--- src/rtl/mem_arb_pkg.sv ---
// Shared types, constants and helpers for the memory port arbiter.
package mem_arb_pkg;

    // Arbiter FSM states.
    typedef enum logic [1:0] {
        IDLE     = 2'b00,
        IF_BURST = 2'b01,
        D_ACCESS = 2'b10
    } state_e;

    // Which requester owns the access that is in flight.
    typedef enum logic {
        OWN_IF = 1'b0,
        OWN_D  = 1'b1
    } owner_e;

    // The memory is only ever driven in single-word mode.
    localparam logic [1:0]  ACCESS_SINGLE = 2'b00;

    // Byte distance between consecutive word beats.
    localparam logic [31:0] WORD_STEP     = 32'd4;

    // Mask that forces a byte address onto a word boundary.
    localparam logic [31:0] WORD_MASK     = 32'hFFFF_FFFC;

    // Number of single-word beats for a fetch burst size code.
    function automatic logic [4:0] burst_len(input logic [1:0] size);
        logic [4:0] len;
        case (size)
            2'b00:   len = 5'd1;
            2'b01:   len = 5'd4;
            2'b10:   len = 5'd8;
            2'b11:   len = 5'd16;
            default: len = 5'd1;
        endcase
        return len;
    endfunction

    // Word-align a byte address by clearing its two low bits.
    function automatic logic [31:0] word_align(input logic [31:0] addr);
        return addr & WORD_MASK;
    endfunction

endpackage

--- src/rtl/mem_burst_seq.sv ---
// Beat sequencer: walks the word address of an access and tracks how many
// beats have been accepted by the memory so the arbiter knows when to stop.
module mem_burst_seq
    import mem_arb_pkg::*;
(
    input  logic        clk,
    input  logic        rst_n,
    input  logic        start_i,       // load a new access (arbiter grant)
    input  logic [31:0] base_addr_i,   // word-aligned first beat address
    input  logic [4:0]  beat_total_i,  // beats in the new access (1..16)
    input  logic        enable_i,      // a beat is currently offered to memory
    input  logic        busy_i,        // memory stall
    output logic [31:0] addr_o,        // address of the beat being offered
    output logic        beat_acc_o,    // beat accepted on the coming edge
    output logic        last_beat_o    // the accepted beat is the final one
);

    logic [31:0] addr_q,  addr_d;
    logic [4:0]  cnt_q,   cnt_d;
    logic [4:0]  total_q, total_d;
    logic        beat_acc_s;
    logic        last_beat_s;

    // Acceptance qualifiers: a beat goes through only when offered and not stalled.
    always_comb begin
        beat_acc_s  = enable_i & ~busy_i;
        if (beat_acc_s) begin
            last_beat_s = (cnt_q == (total_q - 5'd1));
        end else begin
            last_beat_s = 1'b0;
        end
    end

    // Next address / beat count: load on start, advance on each accepted beat.
    always_comb begin
        addr_d  = addr_q;
        cnt_d   = cnt_q;
        total_d = total_q;
        if (start_i) begin
            addr_d  = base_addr_i;
            cnt_d   = 5'd0;
            total_d = beat_total_i;
        end else if (beat_acc_s) begin
            addr_d  = addr_q + WORD_STEP;   // wraps naturally mod 2^32
            cnt_d   = cnt_q + 5'd1;
        end else begin
            addr_d  = addr_q;
            cnt_d   = cnt_q;
        end
    end

    // Sequencer state registers.
    always_ff @(posedge clk or negedge rst_n) begin
        if (!rst_n) begin
            addr_q  <= 32'd0;
            cnt_q   <= 5'd0;
            total_q <= 5'd0;
        end else begin
            addr_q  <= addr_d;
            cnt_q   <= cnt_d;
            total_q <= total_d;
        end
    end

    assign addr_o      = addr_q;
    assign beat_acc_o  = beat_acc_s;
    assign last_beat_o = last_beat_s;

endmodule

--- src/rtl/mem_port_arbiter.sv ---
// Shares one single-word memory between the fetch port (bursts, read-only)
// and the data port (single load/store). Fetch bursts are split into word
// beats; read data is routed back to the owner one cycle after acceptance.
module mem_port_arbiter
    import mem_arb_pkg::*;
#(
    parameter int unsigned STARVE_LIMIT = 4
)(
    input  logic        clk,
    input  logic        rst_n,
    // fetch port
    input  logic        if_req_i,
    input  logic [31:0] if_addr_i,
    input  logic [1:0]  if_size_i,
    output logic        if_grant_o,
    output logic        if_rvalid_o,
    output logic [31:0] if_rdata_o,
    output logic        if_done_o,
    // data port
    input  logic        d_req_i,
    input  logic        d_rw_i,
    input  logic [31:0] d_addr_i,
    input  logic [31:0] d_wdata_i,
    output logic        d_grant_o,
    output logic        d_rvalid_o,
    output logic [31:0] d_rdata_o,
    output logic        d_done_o,
    // memory side
    output logic        mem_enable_o,
    output logic        mem_read_write_o,
    output logic [31:0] mem_address_o,
    output logic [1:0]  mem_access_size_o,
    output logic [31:0] mem_data_in_o,
    input  logic [31:0] mem_data_out_i,
    input  logic        mem_busy_i
);

    localparam int unsigned     SW         = $clog2(STARVE_LIMIT + 1);
    localparam logic [SW-1:0]   STARVE_MAX = SW'(STARVE_LIMIT);

    state_e         state_q,      state_d;
    owner_e         owner_q,      owner_d;
    logic [SW-1:0]  starve_q,     starve_d;

    logic           mem_enable_q, mem_enable_d;
    logic           mem_rw_q,     mem_rw_d;
    logic [31:0]    mem_wdata_q,  mem_wdata_d;
    logic           if_grant_q,   if_grant_d;
    logic           d_grant_q,    d_grant_d;
    logic           if_rv_q,      if_rv_d;
    logic           if_done_q,    if_done_d;
    logic           d_rv_q,       d_rv_d;
    logic           d_done_q,     d_done_d;

    logic           grant_if_s;
    logic           grant_d_s;
    logic           start_s;
    logic [31:0]    base_s;
    logic [4:0]     total_s;
    logic [31:0]    seq_addr_s;
    logic           beat_acc_s;
    logic           last_beat_s;

    // Beat address and acceptance tracking for the access in flight.
    mem_burst_seq u_seq (
        .clk          (clk),
        .rst_n        (rst_n),
        .start_i      (start_s),
        .base_addr_i  (base_s),
        .beat_total_i (total_s),
        .enable_i     (mem_enable_q),
        .busy_i       (mem_busy_i),
        .addr_o       (seq_addr_s),
        .beat_acc_o   (beat_acc_s),
        .last_beat_o  (last_beat_s)
    );

    // FSM state register.
    always_ff @(posedge clk or negedge rst_n) begin
        if (!rst_n) begin
            state_q <= IDLE;
        end else begin
            state_q <= state_d;
        end
    end

    // Next-state and arbitration: data wins ties unless fetch has been starved.
    always_comb begin
        state_d    = state_q;
        grant_if_s = 1'b0;
        grant_d_s  = 1'b0;
        case (state_q)
            IDLE: begin
                if (d_req_i && (!if_req_i || (starve_q != STARVE_MAX))) begin
                    grant_d_s = 1'b1;
                    state_d   = D_ACCESS;
                end else if (if_req_i) begin
                    grant_if_s = 1'b1;
                    state_d    = IF_BURST;
                end else begin
                    state_d = IDLE;
                end
            end
            IF_BURST, D_ACCESS: begin
                if (last_beat_s) begin
                    state_d = IDLE;
                end else begin
                    state_d = state_q;
                end
            end
            default: begin
                state_d = IDLE;
            end
        endcase
    end

    // Sequencer load values taken from whichever requester is granted.
    always_comb begin
        start_s = grant_if_s | grant_d_s;
        if (grant_if_s) begin
            base_s  = word_align(if_addr_i);
            total_s = burst_len(if_size_i);
        end else begin
            base_s  = word_align(d_addr_i);
            total_s = 5'd1;
        end
    end

    // Output next-values: grant pulses, memory controls, starve count, return flags.
    always_comb begin
        owner_d      = owner_q;
        starve_d     = starve_q;
        mem_enable_d = mem_enable_q;
        mem_rw_d     = mem_rw_q;
        mem_wdata_d  = mem_wdata_q;
        if_grant_d   = grant_if_s;
        d_grant_d    = grant_d_s;

        if (grant_if_s) begin
            owner_d      = OWN_IF;
            starve_d     = '0;
            mem_enable_d = 1'b1;
            mem_rw_d     = 1'b1;
            mem_wdata_d  = 32'd0;
        end else if (grant_d_s) begin
            owner_d      = OWN_D;
            mem_enable_d = 1'b1;
            mem_rw_d     = d_rw_i;
            if (d_rw_i) begin
                mem_wdata_d = 32'd0;
            end else begin
                mem_wdata_d = d_wdata_i;
            end
            if (if_req_i && (starve_q != STARVE_MAX)) begin
                starve_d = starve_q + SW'(1);
            end else begin
                starve_d = starve_q;
            end
        end else if (last_beat_s) begin
            mem_enable_d = 1'b0;
        end else begin
            mem_enable_d = mem_enable_q;
        end

        // Return flags are set by an accepted beat and routed by the latched owner,
        // so the final return may land on the idle bubble after ownership ends.
        if_rv_d   = beat_acc_s  & mem_rw_q & (owner_q == OWN_IF);
        if_done_d = last_beat_s & (owner_q == OWN_IF);
        d_rv_d    = beat_acc_s  & mem_rw_q & (owner_q == OWN_D);
        d_done_d  = last_beat_s & (owner_q == OWN_D);
    end

    // Registered outputs and bookkeeping.
    always_ff @(posedge clk or negedge rst_n) begin
        if (!rst_n) begin
            owner_q      <= OWN_IF;
            starve_q     <= '0;
            mem_enable_q <= 1'b0;
            mem_rw_q     <= 1'b0;
            mem_wdata_q  <= 32'd0;
            if_grant_q   <= 1'b0;
            d_grant_q    <= 1'b0;
            if_rv_q      <= 1'b0;
            if_done_q    <= 1'b0;
            d_rv_q       <= 1'b0;
            d_done_q     <= 1'b0;
        end else begin
            owner_q      <= owner_d;
            starve_q     <= starve_d;
            mem_enable_q <= mem_enable_d;
            mem_rw_q     <= mem_rw_d;
            mem_wdata_q  <= mem_wdata_d;
            if_grant_q   <= if_grant_d;
            d_grant_q    <= d_grant_d;
            if_rv_q      <= if_rv_d;
            if_done_q    <= if_done_d;
            d_rv_q       <= d_rv_d;
            d_done_q     <= d_done_d;
        end
    end

    // Read data is only passed through while its valid flag is up.
    always_comb begin
        if (if_rv_q) begin
            if_rdata_o = mem_data_out_i;
        end else begin
            if_rdata_o = 32'd0;
        end
        if (d_rv_q) begin
            d_rdata_o = mem_data_out_i;
        end else begin
            d_rdata_o = 32'd0;
        end
    end

    assign if_grant_o        = if_grant_q;
    assign if_rvalid_o       = if_rv_q;
    assign if_done_o         = if_done_q;
    assign d_grant_o         = d_grant_q;
    assign d_rvalid_o        = d_rv_q;
    assign d_done_o          = d_done_q;
    assign mem_enable_o      = mem_enable_q;
    assign mem_read_write_o  = mem_rw_q;
    assign mem_address_o     = seq_addr_s;
    assign mem_access_size_o = ACCESS_SINGLE;
    assign mem_data_in_o     = mem_wdata_q;

endmodule

--- config.mk ---
export PLATFORM = sky130hd
export DESIGN_NAME = mem_port_arbiter
export DESIGN_NICKNAME = d
export VERILOG_FILES = /design/src/rtl/mem_arb_pkg.sv /design/src/rtl/mem_burst_seq.sv /design/src/rtl/mem_port_arbiter.sv
export SDC_FILE = /design/constraint.sdc
export NUM_CORES = 1
export LEC_CHECK = 0
export ABC_CLOCK_PERIOD_IN_PS = 4550
export BUFFER_PORTS_ARGS = -buffer_cell sky130_fd_sc_hd__clkbuf_2
export CORE_ASPECT_RATIO = 0.7
export CORE_MARGIN = 2
export CORE_UTILIZATION = 48
export CTS_CLUSTER_SIZE = 10
export DETAILED_ROUTE_END_ITERATION = 6
export GPL_TIMING_DRIVEN = 1
export PLACE_DENSITY_LB_ADDON = 0.15
export SLEW_MARGIN = 20
export SYNTH_ARGS = -nofsm -noshare
export SYNTH_HDL_FRONTEND = slang
export SYNTH_SLANG_ARGS = --single-unit
--- constraint.sdc ---
create_clock -name clk -period 4.55 [get_ports clk]
set_input_delay 0.91 -clock clk [delete_from_list [all_inputs] [get_ports clk]]
set_output_delay 0.91 -clock clk [all_outputs]
set_load 0.01 [all_outputs]
==> results.toml, run 1 <==
[route]
detailroute.wirelength.met3_mm = 1.24
topRoutingLayerUsed = "met4"
wl_on_met1_mm = 6.20
drt_wl_total_mm = 14.6
drt.antenna.violating_nets = 0
number_of_design_rule_violations_left_after_detail_routing = 0
post_drt_via_cell_ratio = 5.56
drt-pass1-iter-count = 5
met2_wirelength_mm = 6.95
via_count = 4858
wl_per_cell_microns = 16.7
detailed_router_s_first_iteration_violation_count = 360

[logic_synthesis]
synth_largest_area_cell = "sky130_fd_sc_hd__dfrtp_1"
fraction_of_synthesized_area_in_multiplexers_pct = 0.657
postSynthRegisterBits = 85
synth.lib_cells_used.distinct = 58
post_synth.cell_area_avg_sq_um = 9.58
yosys.area.top_type_share_pct = 44.7
post_synth_and_or_nand_nor_area_fraction_pct = 22.3
ys_async_sr_fraction_pct = 100
synthesis.area_sq_um = 4760
synth_edf_count = 0
post_synth_fa_ha_maj_area_fraction_pct = 1.58
post_synth_most_frequent_cells = "85 x sky130_fd_sc_hd__dfrtp_1, 70 x sky130_fd_sc_hd__and2_1, 37 x sky130_fd_sc_hd__a22o_1, 35 x sky130_fd_sc_hd__nand2_1, 27 x sky130_fd_sc_hd__nor2_1"
largest_family_of_logic_cells_by_synthesized_area = "compound AO/OA/AOI/OAI gates"
synthXorXnorAreaFrac_pct = 2.21
post-synth-top-count-cell = "sky130_fd_sc_hd__dfrtp_1"
synth_top_flop_cell = "sky130_fd_sc_hd__dfrtp_1"
synth_top_cells_by_area = "sky130_fd_sc_hd__dfrtp_1 45%, sky130_fd_sc_hd__and2_1 9.2%, sky130_fd_sc_hd__a22o_1 6.8%"
post_synth_inst_count = 497
synthesis.yosys.warnings = 0
synth-seq-area-share_pct = 44.7
synth_compound_gate_area_share_pct = 23.8

[worst_setup_path]
crit-reg2reg-capture = "u_seq.addr_o[30]$_DFFE_PN0P_"
critPathTopFamily = "simple AND/OR/NAND/NOR gates"
r2r_start = "starve_q[0]$_DFFE_PN0P_"
slowest_stage = "sky130_fd_sc_hd__nor4_1"
critical_path_required_ps = 4770
start_kind = "input pin"
path_buf_inv = 1
timing.reg2reg.setup_slack_ps = 1900
worst-endpoint-arrival_ps = 2990
worst_path_largest_cell_delay_ps = 850
timing.critical_path.cells = "clkbuf_2, nor2b_1, nand2_1, nor4_1, a31oi_1, o22a_1"
worst-path-max-fanout = 8
worstSetupPathType = "in -> reg"
reg2reg_depth = 8
endpoint_kind = "register"

[floorplanning]
design.core.area_sq_um = 9680
chipHeight_microns = 87.3
num_rows = 30
initial_core_util_pct = 49.1
num_io_pins = 274
fp.dieArea_sq_um = 10700
die_width_microns = 123

[hold_path]
whs_path_depth = 1
hold_class = "reg -> reg"
hold_path_startpoint = "owner_q$_DFFE_PN0P_"
whs_endpoint = "if_rvalid_o$_DFF_PN0_"

[final_layout]
postLayoutCoreUtil_pct = 66.1
p_r_area_growth_vs_syn_pct = 34.5
post_route_cells_drive_above_1_share_pct = 40.5
antenna_cells_inserted = 0
nets = 883

[place]
detailedPlace.worstSlack_ps = 1510
port_buffers = 265
detailed_place_hpwl_mm = 10.7
gpl.final_weighted_congestion = 0.864

[clocking]
post_cts.repair.setup_buffers = 0
ctsResizeCount = 0
ctsHtreeMaxLevel = 3
path_clk_slew_ps = 60
ctsLongestPathBuffers = 2
cts_buffers = 9
ctsRootBufferMaster = "sky130_fd_sc_hd__clkbuf_16"
cts-hold-fix-buffers = 0
clk-insertion-delay-late_ps = 330
tritoncts = "built"
tritoncts_num_sinks = 85

[global_route]
overflow = 0
antenna_found_initial = 0
largest_net_degree_at_the_start_of_global_routing = 86
first_global_vias = 4474
grt_util_all_layers_pct = 27.3
global_route_wire_length_before_repair_mm = 22.7

[sta]
timing_max_transition_violations_final = 0
worstMarginPinSlew_ps = 1090
hold_viol = 0
max_slew_margin_pct = 26.4
setup_tns_ps = 0
finClkSkew_ps = 6.37
time_the_worst_path_needs_with_i_o_delays_and_setup_ps = 2770
setup_repair_after_global_routing_missed_its_margin = "false"
finalWorstSetupSlack_ps = 1780
fin_crit_sh_pct = 60.8
setup_violations = 0
max_clock_freq_ghz = 0.362

[status]
outcome = "finished clean"

[pwr]
power.total_uw = 3600
p_leak_uw = 0.00335
cell_pwr_density_nw_per_um2 = 562
max-vdd-ir-drop_mv = 0.287

[flow_run]
timing.max_cap.violations = 0
worst max-delay path by stage:
stage,to,depth (start not counted),slack (ps),from
floorplan,u_seq.addr_o[18]$_DFFE_PN0P_,6,2330,d_req_i
global placement,u_seq.addr_o[24]$_DFFE_PN0P_,6,1570,mem_busy_i
detailed placement,u_seq.addr_o[30]$_DFFE_PN0P_,7,1510,if_req_i
CTS,u_seq.addr_o[30]$_DFFE_PN0P_,7,1850,if_req_i
global route,u_seq.addr_o[13]$_DFFE_PN0P_,7,1550,if_req_i
finish,u_seq.addr_o[24]$_DFFE_PN0P_,6,1780,mem_busy_i
flip-flops by register name, indices dropped and copies added (netlist names):
| register | flops |
|---|---|
| mem_data_in_o | 32 |
| u_seq.addr_o | 30 |
| u_seq.cnt_q | 5 |
| u_seq.total_q | 4 |
| starve_q | 3 |
| state_q | 2 |
| d_done_o | 1 |
| d_grant_o | 1 |
| d_rvalid_o | 1 |
| if_done_o | 1 |
| if_grant_o | 1 |
| if_rvalid_o | 1 |
| mem_enable_o | 1 |
| mem_read_write_o | 1 |
| owner_q | 1 |
layout make-up:
type	instances	area [sq um]
Timing Repair Buffer	270	1370
Clock inverter	4	25.0
Tap cell	128	160
Sequential cell	85	2130
Multi-Input combinational cell	365	2440
Clock buffer	12	236
Fill cell	815	3280
Inverter	10	37.5
cell families after synthesis:
logic type	after synthesis
XOR/XNOR	12
AND/OR/NAND/NOR	189
adder cells (fa/ha/maj)	6
multiplexers	3
AO/OA/AOI/OAI	151
buffers and inverters	50
flip-flops	85
other	1
stage by stage:
step | hold slack, ps | cell area [sq um] | instances
2_1_floorplan | 424 | 4770 | 500
3_3_place_gp | 436 | 6130 | 858
3_5_place_dp | 444 | 6140 | 858
4_1_cts | 451 | 6400 | 874
5_1_grt | 491 | 6400 | 874
6_report | 452 | 6400 | 874
power breakdown:
| group | total [uW] | internal, uW | leakage (uW) | switching [uW] |
|---|---|---|---|---|
| Sequential | 1320 | 1020 | 0.00111 | 305 |
| Combinational | 1620 | 726 | 0.00212 | 899 |
| Clock | 652 | 368 | 0.000123 | 284 |
| Total | 3600 | 2110 | 0.00335 | 1490 |
worst reg2reg max path: stages (launching register included):
cell                       delay [ps]
sky130_fd_sc_hd__dfrtp_1          350
sky130_fd_sc_hd__inv_1             70
sky130_fd_sc_hd__ha_1             210
sky130_fd_sc_hd__nand3_1          160
sky130_fd_sc_hd__nand3_1          280
sky130_fd_sc_hd__inv_1            860
sky130_fd_sc_hd__a22oi_1          270
sky130_fd_sc_hd__o211a_1          200
sky130_fd_sc_hd__a221oi_2         170
routing by layer:
layer | vias up | track usage [%]
met5 | - | 0
met4 | 0 | 7.64
met3 | 17 | 7.66
met2 | 242 | 45.0
met1 | 2288 | 35.4
li1 | 2311 | -
cell usage in the layout (no fill, tap or decap), types with 4 or more instances in the layout:
master and n:
sky130_fd_sc_hd__a22o_1 37, sky130_fd_sc_hd__dfrtp_1 85, sky130_fd_sc_hd__o22ai_1 5, sky130_fd_sc_hd__and2_1 70, sky130_fd_sc_hd__o21ai_0 12, sky130_fd_sc_hd__buf_4 5
sky130_fd_sc_hd__nand2_1 35, sky130_fd_sc_hd__a222oi_1 5, sky130_fd_sc_hd__a31oi_1 8, sky130_fd_sc_hd__o22a_1 5, sky130_fd_sc_hd__and4_1 7, sky130_fd_sc_hd__a31o_2 4
sky130_fd_sc_hd__nand3_1 11, sky130_fd_sc_hd__a21oi_1 23, sky130_fd_sc_hd__a22oi_1 16, sky130_fd_sc_hd__ha_1 6, sky130_fd_sc_hd__nand4_1 13, sky130_fd_sc_hd__o21a_1 8
sky130_fd_sc_hd__nor2_1 25, sky130_fd_sc_hd__clkbuf_2 264, sky130_fd_sc_hd__clkbuf_16 9, sky130_fd_sc_hd__nand2b_1 4, sky130_fd_sc_hd__conb_1 4, sky130_fd_sc_hd__xnor2_1 7
sky130_fd_sc_hd__xor2_1 5, sky130_fd_sc_hd__a2bb2oi_1 10, sky130_fd_sc_hd__nor3_1 5, sky130_fd_sc_hd__inv_1 10
(Power assumes the default switching activity.)
==> run 2: changes to the inputs <==
--- a/config.mk
+++ b/config.mk
@@ -5,11 +5,11 @@
 export SDC_FILE = /design/constraint.sdc
 export NUM_CORES = 1
 export LEC_CHECK = 0
-export ABC_CLOCK_PERIOD_IN_PS = 4550
+export ABC_CLOCK_PERIOD_IN_PS = 2400
 export BUFFER_PORTS_ARGS = -buffer_cell sky130_fd_sc_hd__clkbuf_2
 export CORE_ASPECT_RATIO = 0.7
 export CORE_MARGIN = 2
-export CORE_UTILIZATION = 48
+export CORE_UTILIZATION = 40
 export CTS_CLUSTER_SIZE = 10
 export DETAILED_ROUTE_END_ITERATION = 6
 export GPL_TIMING_DRIVEN = 1
==> constraint.sdc (replaced) <==
create_clock -name clk -period 2.4 [get_ports clk]
set_input_delay 0.48 -clock clk [delete_from_list [all_inputs] [get_ports clk]]
set_output_delay 0.48 -clock clk [all_outputs]
set_load 0.01 [all_outputs]
==> run 2 against run 1 <==
  * Core utilization fell by 9.3 points
  * Sequential power rose by 88%
  * Clock skew rose by 2.9 ps
  * Clock power rose by 140%
  * Critical path depth did not move
  * Flip-flop and latch count did not move
  * Via count rose by 1.4%
  * Sequential share of layout area fell by 1.1 points
  * Count of clock-buffer cells in the layout fell by 2
  * Die area rose by 19%
  * Critical endpoint is now u_seq.addr_o[28]$_DFFE_PN0P_
==> results.toml, run 2 (same netlist as run 1, synthesis figures left out) <==
[clocking]
tritoncts_num_sinks = 85
ctsResizeCount = 0
ctsHtreeMaxLevel = 3
ctsRootBufferMaster = "sky130_fd_sc_hd__clkbuf_16"
path_clk_slew_ps = 70
cts-hold-fix-buffers = 0
post_cts.repair.setup_buffers = 0
cts_buffers = 9
clk-insertion-delay-late_ps = 340
tritoncts = "built"
ctsLongestPathBuffers = 2

[worst_setup_path]
timing.critical_path.cells = "ha_1, nand4_1, or4_4, nor3_2, a31oi_1, o22a_1"
setup.worst_path.start = "u_seq.addr_o[2]$_DFFE_PN0P_"
crit_path_end = "u_seq.addr_o[28]$_DFFE_PN0P_"
worst-path-max-fanout = 6
crit-reg2reg-capture = "u_seq.addr_o[28]$_DFFE_PN0P_"
endpoint_kind = "register"
r2r_start = "u_seq.addr_o[2]$_DFFE_PN0P_"
worstSetupPathType = "reg -> reg"
timing.reg2reg.setup_slack_ps = 280
start_kind = "register"
critical_path_required_ps = 2630
path_buf_inv = 0
critical_path_cell_count = 6
critPathTopFamily = "simple AND/OR/NAND/NOR gates"
worst_path_largest_cell_delay_ps = 530
reg2reg_depth = 6
slowest_stage = "sky130_fd_sc_hd__or4_4"
worst-endpoint-arrival_ps = 2350

[floorplanning]
num_io_pins = 274
num_rows = 33
fp.dieArea_sq_um = 12800
die_width_microns = 134
design.core.area_sq_um = 11600
initial_core_util_pct = 40.9
chipHeight_microns = 95.3

[sta]
timing_max_transition_violations_final = 0
fin_crit_sh_pct = 88.2
setup_violations = 0
time_the_worst_path_needs_with_i_o_delays_and_setup_ps = 2120
max_clock_freq_ghz = 0.473
hold_viol = 0
setup_tns_ps = 0
max_slew_margin_pct = 49.3
worstMarginPinSlew_ps = 760
finClkSkew_ps = 9.26
setup_repair_after_global_routing_missed_its_margin = "false"

[pwr]
p_int_uw = 4340
max-vdd-ir-drop_mv = 0.571
cell_pwr_density_nw_per_um2 = 1100
p_sw_share_pct = 40.4
p_leak_uw = 0.00345
power.clock.fraction_pct = 21.5
power_frac_comb_pct = 44.3
seqPwrFrac_pct = 34.1
power_switching_uw = 2940

[final_layout]
seq_area_sq_um = 2130
mostFrequentLayoutCell = "sky130_fd_sc_hd__clkbuf_2"
post_route_cells_drive_above_1_share_pct = 41.5
fillCellCount = 1072
multi_input_gate_area_in_the_final_layout_sq_um = 2440
nets = 893
largest_register_ff_count = 32
antenna_cells_inserted = 0
p_r_area_growth_vs_syn_pct = 38.9
final_cell_mix = "264 x sky130_fd_sc_hd__clkbuf_2, 85 x sky130_fd_sc_hd__dfrtp_1, 70 x sky130_fd_sc_hd__and2_1"
postLayoutCoreUtil_pct = 56.8

[global_route]
overflow = 0
first_global_vias = 4522
largest_net_degree_at_the_start_of_global_routing = 45
global_route_wire_length_before_repair_mm = 23.3
grt_util_all_layers_pct = 23.4
antenna_found_initial = 0

[route]
drt-pass1-iter-count = 5
drt.antenna.violating_nets = 0
post_drt_via_cell_ratio = 5.39
wl_per_cell_microns = 16.9
detailed_router_s_first_iteration_violation_count = 289
number_of_design_rule_violations_left_after_detail_routing = 0
via_count = 4924
drt_wl_total_mm = 15.4

[status]
outcome = "finished clean"

[place]
gpl.final_weighted_congestion = 0.829
port_buffers = 265
detailed_place_hpwl_mm = 11.7

[flow_run]
timing.max_cap.violations = 0

[hold_path]
hold_class = "in -> async"
run 2: cell types whose count changed in the layout (fill, tap and decap cells not counted), sizes merged:
cell      previous run  this run
bufinv               0         2
buf                  6        16
clkinv               2         1
clkbuf             276       274
inv                 10        12
clkinvlp             2         1
run 2: layer usage:
| metal | global-route usage [%] | part of all wire, % | vias to the layer above |
|---|---|---|---|
| met5 | 0 | 0 | - |
| met4 | 6.75 | 1.7 | 0 |
| met3 | 5.64 | 8.0 | 23 |
| met2 | 39.9 | 48 | 228 |
| met1 | 29.9 | 42 | 2357 |
| li1 | - | - | 2316 |
run 2: through the flow:
| stage | area (sq um) | std cells | power [uW] | setup slack [ps] | hold slack (ps) |
|---|---|---|---|---|---|
| 2_1_floorplan | 4770 | 500 | 4360 | 417 | 184 |
| 3_3_place_gp | 6280 | 897 | 5630 | 375 | 378 |
| 3_5_place_dp | 6280 | 897 | 5730 | 335 | 375 |
| 4_1_cts | 6610 | 913 | 7310 | 307 | 7.30 |
| 5_1_grt | 6610 | 913 | 7730 | 151 | 26.2 |
| 6_report | 6610 | 913 | 7270 | 284 | 9.05 |
run 2: worst min-delay path by stage:
| stage | slack (ps) | to | cells after the start | from |
|---|---|---|---|---|
| after floorplan | 180 | d_done_o$_DFF_PN0_ | 0 | rst_n |
| after global placement | 380 | u_seq.addr_o[31]$_DFFE_PN0P_ | 1 | rst_n |
| after detailed placement | 380 | u_seq.addr_o[31]$_DFFE_PN0P_ | 1 | rst_n |
| after CTS | 7 | u_seq.addr_o[31]$_DFFE_PN0P_ | 1 | rst_n |
| after global routing | 30 | u_seq.total_q[3]$_DFFE_PN0P_ | 1 | rst_n |
| final | 9 | u_seq.addr_o[31]$_DFFE_PN0P_ | 1 | rst_n |
run 2: final cells by class:
| type | instances | area share (%) |
|---|---|---|
| multi-input combinational | 365 | 36.9 |
| sequential | 85 | 32.2 |
| timing repair buffer | 280 | 22.4 |
| clock buffer | 10 | 3.62 |
| tap | 157 | 2.97 |
| clock inverter | 6 | 1.42 |
| inverter | 10 | 0.568 |
run 2: power by group through the flow:
stage	clock network [uW]	logic, uW	registers, uW
final	1570	3220	2480
after global routing	1630	3540	2560
after CTS	1590	3250	2470
after detailed placement	0	3240	2480
after global placement	0	3170	2460
after floorplan	0	1830	2520
run 2: worst register-to-register path: cells and delay by family, from the launching register on:
kind                     cells  cell delay (ps)
adder cells (fa/ha/maj)      1              270
flip-flops                   1              440
AND/OR/NAND/NOR              3              950
AO/OA/AOI/OAI                2              330
==> run 3: changes to the inputs <==
==> constraint.sdc (replaced) <==
create_clock -name clk -period 2.4 [get_ports clk]
set_input_delay 0.24 -clock clk [delete_from_list [all_inputs] [get_ports clk]]
set_output_delay 0.24 -clock clk [all_outputs]
set_load 0.01 [all_outputs]
==> run 3 against run 2 <==
  * Cell count shrank 0.11%
  * Largest power group unchanged
  * Largest cell class unchanged
  * Highest routed layer unchanged
  * Power shrank 2.0%
  * Core utilization shrank 0.17 points
  * First-iteration DRC count shrank 12%
==> results.toml, run 3 (same netlist as run 1, synthesis figures left out) <==
[worst_setup_path]
crit_path_end = "u_seq.addr_o[28]$_DFFE_PN0P_"
crit-reg2reg-capture = "u_seq.addr_o[28]$_DFFE_PN0P_"
worst-path-max-fanout = 6
timing.reg2reg.setup_slack_ps = 320
endpoint_kind = "register"
reg2reg_depth = 6
r2r_start = "u_seq.addr_o[2]$_DFFE_PN0P_"
worstSetupPathType = "reg -> reg"
setup.worst_path.start = "u_seq.addr_o[2]$_DFFE_PN0P_"
critical_path_required_ps = 2640
start_kind = "register"
worst-endpoint-arrival_ps = 2320

[place]
gpl.final_weighted_congestion = 0.890
port_buffers = 265
detailed_place_hpwl_mm = 11.5

[final_layout]
largest_register_ff_count = 32
post_route_cells_drive_above_1_share_pct = 41.3
nets = 892
mostFrequentLayoutCell = "sky130_fd_sc_hd__clkbuf_2"
final_cell_mix = "264 x sky130_fd_sc_hd__clkbuf_2, 85 x sky130_fd_sc_hd__dfrtp_1, 70 x sky130_fd_sc_hd__and2_1"
p_r_area_growth_vs_syn_pct = 38.5
antenna_cells_inserted = 0

[global_route]
first_global_vias = 4592
grt_util_all_layers_pct = 24.1
antenna_found_initial = 0
largest_net_degree_at_the_start_of_global_routing = 37
global_route_wire_length_before_repair_mm = 23.8
overflow = 0

[sta]
time_the_worst_path_needs_with_i_o_delays_and_setup_ps = 2080
max_slew_margin_pct = 49.4
setup_violations = 0
finClkSkew_ps = 5.13
hold_viol = 0
worstMarginPinSlew_ps = 759
setup_repair_after_global_routing_missed_its_margin = "false"
setup_tns_ps = 0
timing_max_transition_violations_final = 0
fin_crit_sh_pct = 86.5
max_clock_freq_ghz = 0.481

[route]
drt_wl_total_mm = 15.3
post_drt_via_cell_ratio = 5.36
drt.antenna.violating_nets = 0
detailed_router_s_first_iteration_violation_count = 253
wl_per_cell_microns = 16.7
via_count = 4885
drt-pass1-iter-count = 5
number_of_design_rule_violations_left_after_detail_routing = 0

[floorplanning]
initial_core_util_pct = 40.9
chipHeight_microns = 95.3
fp.dieArea_sq_um = 12800
num_io_pins = 274
num_rows = 33
design.core.area_sq_um = 11600
die_width_microns = 134

[clocking]
cts_buffers = 9
path_clk_slew_ps = 70
ctsRootBufferMaster = "sky130_fd_sc_hd__clkbuf_16"
tritoncts = "built"
tritoncts_num_sinks = 85
clk-insertion-delay-late_ps = 350
ctsResizeCount = 0
post_cts.repair.setup_buffers = 0
ctsHtreeMaxLevel = 3
ctsLongestPathBuffers = 2

[status]
outcome = "finished clean"

[hold_path]
hold_class = "in -> reg"

[pwr]
cell_pwr_density_nw_per_um2 = 1080
p_leak_uw = 0.00343
power.total_uw = 7130
max-vdd-ir-drop_mv = 0.537

[flow_run]
timing.max_cap.violations = 0
## run 3: per-stage QoR
stage               setup slack [ps]  cell area (sq um)  util, %  cells  hold WS, ps
floorplan                        417               4770        -    500        -55.6
global placement                 366               6270     53.9    895          221
detailed placement               346               6270     53.9    895          222
CTS                              336               6590     56.6    912         94.3
global route                     125               6590     56.6    912         96.7
finish                           323               6590     56.6    912          104
## run 3: report_power, final
part / leakage, uW / switching, uW / internal [uW] / total [uW]
clock: 0.000149 / 626 / 823 / 1450
sequential: 0.00111 / 567 / 1930 / 2500
combinational: 0.00218 / 1730 / 1450 / 3180
total: 0.00343 / 2920 / 4200 / 7130
## run 3: cell type report
type / instances / area, sq um
multi-input combinational: 365 / 2440
timing repair buffer: 279 / 1490
fill: 1110 / 5050
tap: 157 / 196
clock inverter: 7 / 80.1
inverter: 10 / 37.5
clock buffer: 9 / 225
sequential: 85 / 2130
## run 3: metal layers
layer,GRT usage (%),vias to the layer above,part of all wire (%)
met5,0,-,0
met3,6.70,18,8.2
met1,30.5,2334,42
met2,40.5,206,48
li1,-,2327,-
met4,7.54,0,1.5
## run 3: worst min path at each step
stage / cells after the start / startpoint / end
final: 2 / d_wdata_i[13] / mem_data_in_o[13]$_DFFE_PN0P_
after global routing: 2 / d_wdata_i[8] / mem_data_in_o[8]$_DFFE_PN0P_
after CTS: 2 / d_wdata_i[8] / mem_data_in_o[8]$_DFFE_PN0P_
after detailed placement: 1 / rst_n / u_seq.addr_o[31]$_DFFE_PN0P_
after global placement: 1 / rst_n / u_seq.addr_o[31]$_DFFE_PN0P_
after floorplan: 0 / rst_n / d_done_o$_DFF_PN0_
## run 3: worst max-delay path, cell delays in order, from the launching register on
cell and delay (ps):
sky130_fd_sc_hd__dfrtp_1 420, sky130_fd_sc_hd__ha_1 260, sky130_fd_sc_hd__nand4_1 190, sky130_fd_sc_hd__or4_4 540
sky130_fd_sc_hd__nor3_2 230, sky130_fd_sc_hd__a31oi_1 120, sky130_fd_sc_hd__o22a_1 210
## run 3: timing repair
action | 4_1_cts | 5_1_grt
hold buffers | 1 | 0
endpoints found under the setup margin | 0 | 0
hold endpoints to repair | 30 | 0
